[config.mk]
export PLATFORM = sky130hd
export DESIGN_NAME = lc3b_mem_ctrl_flat
export DESIGN_NICKNAME = d
export VERILOG_FILES = /design/src/rtl/lc3b_mem_ctrl_if.sv /design/src/rtl/lc3b_mem_ctrl.sv /design/src/flat_wrapper.sv
export SDC_FILE = /design/constraint.sdc
export NUM_CORES = 1
export LEC_CHECK = 0
export CAP_MARGIN = 25
export CORE_UTILIZATION = 47
export CTS_CLUSTER_SIZE = 14
export DETAILED_ROUTE_END_ITERATION = 8
export PLACE_DENSITY = 0.86
export SYNTH_ARGS = -nofsm -noshare
export SYNTH_HDL_FRONTEND = slang
export SYNTH_SLANG_ARGS = --single-unit
[constraint.sdc]
create_clock -name clk_50 -period 3.3 [get_ports clk_50]
set_clock_uncertainty 0.15 [all_clocks]
set_input_delay 0.99 -clock clk_50 [delete_from_list [all_inputs] [get_ports clk_50]]
set_output_delay 0.99 -clock clk_50 [all_outputs]
set_load 0.05 [all_outputs]
[src/rtl/lc3b_mem_ctrl_if.sv]
// lc3b_mem_ctrl_if: external 16-bit memory port between the controller (master) and memory (slave).
interface lc3b_mem_ctrl_if;
    logic        mem_req;
    logic        mem_we;
    logic [14:0] mem_addr;
    logic [1:0]  mem_be;
    logic [15:0] mem_wdata;
    logic [15:0] mem_rdata;
    logic        mem_ack;
    modport master (output mem_req, mem_we, mem_addr, mem_be, mem_wdata, input mem_rdata, mem_ack);
    modport slave  (input mem_req, mem_we, mem_addr, mem_be, mem_wdata, output mem_rdata, mem_ack);
endinterface

[src/rtl/lc3b_mem_ctrl.sv]
// lc3b_mem_ctrl: LC-3b MAR/MDR memory stage with req/ack port, byte sizing and watchdog.
// Optional LC3B_UNALIGNED_TRAP_EN traps odd-address word accesses and adds err_unaligned.
module lc3b_mem_ctrl #(
    parameter int TIMEOUT   = 255,
    parameter int TIMEOUT_W = 8
) (
    input  logic               clk_50,
    input  logic               reset_n,
    input  logic [15:0]        bus,
    input  logic               ldmar,
    input  logic               ldmdr,
    input  logic               mio_en,
    input  logic               rw,
    input  logic               datasize,
    output logic [15:0]        mar,
    output logic [15:0]        mdr,
    output logic               r,
    lc3b_mem_ctrl_if.master    mem,
    output logic               err_timeout
`ifdef LC3B_UNALIGNED_TRAP_EN
    , output logic             err_unaligned
`endif
);
    typedef enum logic [2:0] {IDLE, REQ, WAIT_ACK, DONE, GUARD} state_t;
    state_t                state_q;
    logic [15:0]           mar_q, mdr_q, rdata_d;
    logic [1:0]            be_q, be_d;
    logic [TIMEOUT_W-1:0]  cnt_q;
    logic                  rw_q, size_q, r_q, req_q, we_q, err_to_q, unaligned_d;
    always_comb begin
        be_d    = datasize ? 2'b11 : (mar_q[0] ? 2'b10 : 2'b01);
        rdata_d = size_q ? mem.mem_rdata
                : mar_q[0] ? {{8{mem.mem_rdata[15]}}, mem.mem_rdata[15:8]}
                : {{8{mem.mem_rdata[7]}}, mem.mem_rdata[7:0]};
    end
`ifdef LC3B_UNALIGNED_TRAP_EN
    logic err_un_q;
    assign unaligned_d   = datasize & mar_q[0];
    assign err_unaligned = err_un_q;
`else
    assign unaligned_d = 1'b0;
`endif
    always_ff @(posedge clk_50 or negedge reset_n) begin
        if (!reset_n) begin
            state_q  <= IDLE;
            mar_q    <= '0;
            mdr_q    <= '0;
            be_q     <= '0;
            cnt_q    <= '0;
            rw_q     <= 1'b0;
            size_q   <= 1'b0;
            r_q      <= 1'b0;
            req_q    <= 1'b0;
            we_q     <= 1'b0;
            err_to_q <= 1'b0;
`ifdef LC3B_UNALIGNED_TRAP_EN
            err_un_q <= 1'b0;
`endif
        end else begin
            r_q <= 1'b0;
`ifdef LC3B_UNALIGNED_TRAP_EN
            err_un_q <= 1'b0;
`endif
            if (ldmar && state_q == IDLE) mar_q <= bus;
            if (ldmdr && !mio_en) mdr_q <= datasize ? bus : {2{bus[7:0]}};
            case (state_q)
                IDLE: if (mio_en) begin
                    rw_q   <= rw;
                    size_q <= datasize;
                    if (unaligned_d) begin
                        state_q <= DONE;
                        r_q     <= 1'b1;
`ifdef LC3B_UNALIGNED_TRAP_EN
                        err_un_q <= 1'b1;
`endif
                    end else begin
                        state_q <= REQ;
                        req_q   <= 1'b1;
                        we_q    <= rw;
                        be_q    <= be_d;
                        cnt_q   <= '0;
                    end
                end
                REQ: state_q <= WAIT_ACK;
                WAIT_ACK: if (mem.mem_ack) begin
                    state_q <= DONE;
                    req_q   <= 1'b0;
                    we_q    <= 1'b0;
                    r_q     <= 1'b1;
                    if (!rw_q && ldmdr) mdr_q <= rdata_d;
                end else if (cnt_q == TIMEOUT_W'(TIMEOUT)) begin
                    // Abort: release the bus and still complete so control cannot hang.
                    state_q  <= DONE;
                    req_q    <= 1'b0;
                    we_q     <= 1'b0;
                    r_q      <= 1'b1;
                    err_to_q <= 1'b1;
                end else begin
                    cnt_q <= cnt_q + 1'b1;
                end
                DONE:    state_q <= GUARD;
                default: state_q <= IDLE;
            endcase
        end
    end
    assign mar           = mar_q;
    assign mdr           = mdr_q;
    assign r             = r_q;
    assign err_timeout   = err_to_q;
    assign mem.mem_req   = req_q;
    assign mem.mem_we    = we_q;
    assign mem.mem_addr  = mar_q[15:1];
    assign mem.mem_be    = be_q;
    assign mem.mem_wdata = mdr_q;
endmodule

[src/flat_wrapper.sv]
// flat-port wrapper written by rule: the top's interface ports become plain ports
module lc3b_mem_ctrl_flat 
#(
    parameter int TIMEOUT   = 255,
    parameter int TIMEOUT_W = 8
)
  (clk_50, reset_n, bus, ldmar, ldmdr, mio_en, rw, datasize, mar, mdr, r, err_timeout, mem_mem_req, mem_mem_we, mem_mem_addr, mem_mem_be, mem_mem_wdata, mem_mem_rdata, mem_mem_ack);
  lc3b_mem_ctrl_if mem_i ();
  input  logic clk_50;
  input  logic reset_n;
  input  logic [15:0] bus;
  input  logic ldmar;
  input  logic ldmdr;
  input  logic mio_en;
  input  logic rw;
  input  logic datasize;
  output logic [15:0] mar;
  output logic [15:0] mdr;
  output logic r;
  output logic err_timeout;
  output wire logic [$bits(mem_i.mem_req)-1:0] mem_mem_req;
  output wire logic [$bits(mem_i.mem_we)-1:0] mem_mem_we;
  output wire logic [$bits(mem_i.mem_addr)-1:0] mem_mem_addr;
  output wire logic [$bits(mem_i.mem_be)-1:0] mem_mem_be;
  output wire logic [$bits(mem_i.mem_wdata)-1:0] mem_mem_wdata;
  input wire logic [$bits(mem_i.mem_rdata)-1:0] mem_mem_rdata;
  input wire logic [$bits(mem_i.mem_ack)-1:0] mem_mem_ack;
  assign mem_mem_req = mem_i.mem_req;
  assign mem_mem_we = mem_i.mem_we;
  assign mem_mem_addr = mem_i.mem_addr;
  assign mem_mem_be = mem_i.mem_be;
  assign mem_mem_wdata = mem_i.mem_wdata;
  assign mem_i.mem_rdata = mem_mem_rdata;
  assign mem_i.mem_ack = mem_mem_ack;
  lc3b_mem_ctrl #(.TIMEOUT(TIMEOUT), .TIMEOUT_W(TIMEOUT_W)) u_core (.clk_50(clk_50), .reset_n(reset_n), .bus(bus), .ldmar(ldmar), .ldmdr(ldmdr), .mio_en(mio_en), .rw(rw), .datasize(datasize), .mar(mar), .mdr(mdr), .r(r), .mem(mem_i), .err_timeout(err_timeout));
endmodule
==> key figures <==
Placed design
  – Routability cong.: 0.825
  – Placement Cell Area: 3630 um^2
  – IO buf count: 108
  – Hpwl dp: 5030 um
  – Placed cells: 405

Global routing
  – GR Util met1: 30.2%
  – Initial antenna violation count: 0
  – Met2 usage: 39.5%
  – GRT Resource Usage Total: 23.0%
  – Vias in the first global route: 2143
  – Grt met3 use: 4.19%
  – Largest net degree at the start of global routing: 44
  – Busiest grt layer: met2
  – GRT overflow: 0
  – First-pass GRT wire length: 10900 um

Cells and area
  – Cell area after layout: 3750 um^2
  – Nets: 382
  – Layout cell share with drive strength beyond 1: 9.65%
  – Final non-filler cell total: 414
  – Filler Cell Count: 463
  – Area growth, synth to finish: 37.9%
  – Inserted Diodes: 0

Clock network
  – # resized after CTS: 0
  – H-tree levels: 2
  – Max clock buf depth: 2
  – Post-CTS Hold Fix Bufs: 0
  – Postcts setup bufs: 0
  – Clock Root Buffer: clkbuf_8
  – Clock transition at path regs: 0.09 ns
  – Clk sinks: 51
  – CTS tree: done
  – CTS buffer count: 5
  – Skew-Pair Late Insertion Delay: 0.30 ns

Critical path
  – Req. time, crit path: 2.16 ns
  – Type of origin of the critical path: flip-flop
  – Critical path type: reg2out
  – R2R Setup Slk: 1.26 ns
  – Buf/Inv on CP: 1
  – Worst setup EP type: output pin
  – Slowest CP cell: clkdlybuf4s50_1
  – Cell family with most CP delay: buffers and inverters
  – Max Fanout on Critical Path: 7
  – Critical Path Max Stage Delay: 0.86 ns
  – Worst EP arrival: 1.63 ns
  – Crit-path cells: clkdlybuf4s50_1

Timing
  – Hold WS: 0.317 ns
  – Hold Vio Cnt, Final: 0
  – Final period utilization: 84.1%
  – Fmax: 360 MHz
  – Worst-margin pin slew: 0.556 ns
  – RSZ-0062 raised after global routing: false
  – Fin crit period: 2.77 ns
  – Max Slew Vio Count: 0
  – Setup TNS: 0 ns
  – Final setup fails: 0
  – Slew headroom: 62.8%

Drt
  – TritonRoute pass-1 iters: 4
  – DRT iter0 DRCs: 117
  – # DRC: 0
  – Post-DR wirelength/cell: 16.1 um
  – Vias: 2217
  – Routed WL: 6680 um
  – Vias per cell: 5.36
  – Post-route ant nets: 0

Power
  – Power density over the cells: 1150 nW/um^2
  – Leak Pwr: 1.56 nW
  – Worst VDD drop: 711 uV
  – Design Power: 4.30 mW

Synth
  – Syn avg cell area: 10.3 um^2
  – Netlist Area Pre-Place: 2720 um^2
  – Register bit total from synthesis: 51
  – Cells after Synth: 263
  – Post-synth cell types: 43
  – Top post-synthesis cells by area: dfrtp_1, buf_4, nand2_1
  – Number of flops mapped to enable cells by yosys: 0
  – Seq/Total Area, Yosys: 47.0%
  – Top post-synthesis cells by count: dfrtp_1, nand2_1, buf_4
  – Area leader, netlist: dfrtp_1
  – Ys flop type: dfrtp_1
  – Syn nets: 304
  – Ys async rst share: 100%
  – Yosys Warn Count: 0
  – Yosys top cell area share: 47.0%

Floorplan
  – Die ar.: 6090 um^2
  – Initial Util: 49.0%
  – Core region area: 5540 um^2
  – DIE HEIGHT: 78.0 um
  – Die width: 78.0 um
  – # rows: 27
  – IO Pins: 109

Hold path
  – Worst hold path type: in2async

Job
  – Max-cap violations: 0

Run status
  – Run status: finished, final reports clean
## cell type report
cell class / instances / area [um^2] / share of cell area [%]
Timing Repair Buffer: 113 / 1130 / 30.1
Sequential cell: 51 / 1280 / 34.1
Clock buffer: 8 / 100 / 2.67
Inverter: 3 / 11.3 / 0.301
Tap cell: 72 / 90.1 / 2.40
Multi-Input combinational cell: 167 / 1140 / 30.5
## routing by layer
metal  share of wire, %  wire length [um]
met5                  0                 0
met4                1.4                93
met2                 52              3460
met1                 42              2790
met3                5.1               340
## layout by cell type (no fill, tap or decap), types with 2 or more instances in the layout
cell type        synthesis  layout
a211oi_2                 4       4
clkbuf_8                 0       7
nand2_1                 51      51
mux2_1                  10      10
inv_1                    3       3
mux2_2                   6       6
nand2b_1                 2       2
clkdlybuf4s50_1          0     107
nor2_1                   6       6
dfrtp_1                 51      51
o21ai_0                 17      17
and2_1                   9       9
mux2i_1                  9       9
nand3_1                  5       5
buf_4                   31       4
nor2b_1                  3       3
a22oi_1                  9       9
a211oi_1                 3       3
a31oi_1                 10      10
a21o_1                   2       2
## worst reg2reg max path, delay by kind of cell (launching register included)
kind	cells	cell delay, ns
compound gates	1	0.11
flops	1	0.48
simple gates	3	1.15
## logic make-up (layout without fill, tap and decap cells)
logic type | Yosys count | after routing | synth area share [%]
AND/OR/NAND/NOR | 85 | 85 | 16.4
AO/OA/AOI/OAI | 52 | 52 | 13.2
flip-flops | 51 | 51 | 47.0
buffers and inverters | 45 | 124 | 11.0
multiplexers | 27 | 27 | 11.3
XOR/XNOR | 2 | 2 | 0.645
adder cells (fa/ha/maj) | 1 | 1 | 0.461
## through the flow
step	worst slack (ns)	util, %
2_1_floorplan	1.20	-
3_3_place_gp	0.613	65.4
3_5_place_dp	0.571	65.4
4_1_cts	0.525	67.3
5_1_grt	0.448	67.6
6_report	0.525	67.6
## report_power, final
part           internal (mW)  total (mW)  switching [mW]
registers              0.872        1.12           0.243
logic                  0.949        2.79            1.84
clock network          0.192       0.393           0.201
## sequential cells by signal (all words and copies together) (netlist names)
signal,flops
u_core.mar,16
u_core.mdr,16
u_core.cnt_q,8
u_core.state_q,3
u_core.mem.mem_be,2
u_core.err_timeout,1
u_core.mem.mem_req,1
u_core.mem.mem_we,1
u_core.r,1
u_core.rw_q,1
u_core.size_q,1
## path summary, 6_finish.rpt
check | start | to | depth (start not counted)
max | u_core.mar[0] | mar[0] | 1
min | reset_n | u_core.cnt_q[5] | 1
max reg2reg | u_core.state_q[2] | u_core.mdr[10] | 4
min reg2reg | u_core.err_timeout | u_core.err_timeout | 1
max in group asynchronous | reset_n | u_core.r | 3
min in group clk_50 | u_core.err_timeout | u_core.err_timeout | 1
(Power assumes the default switching activity.)
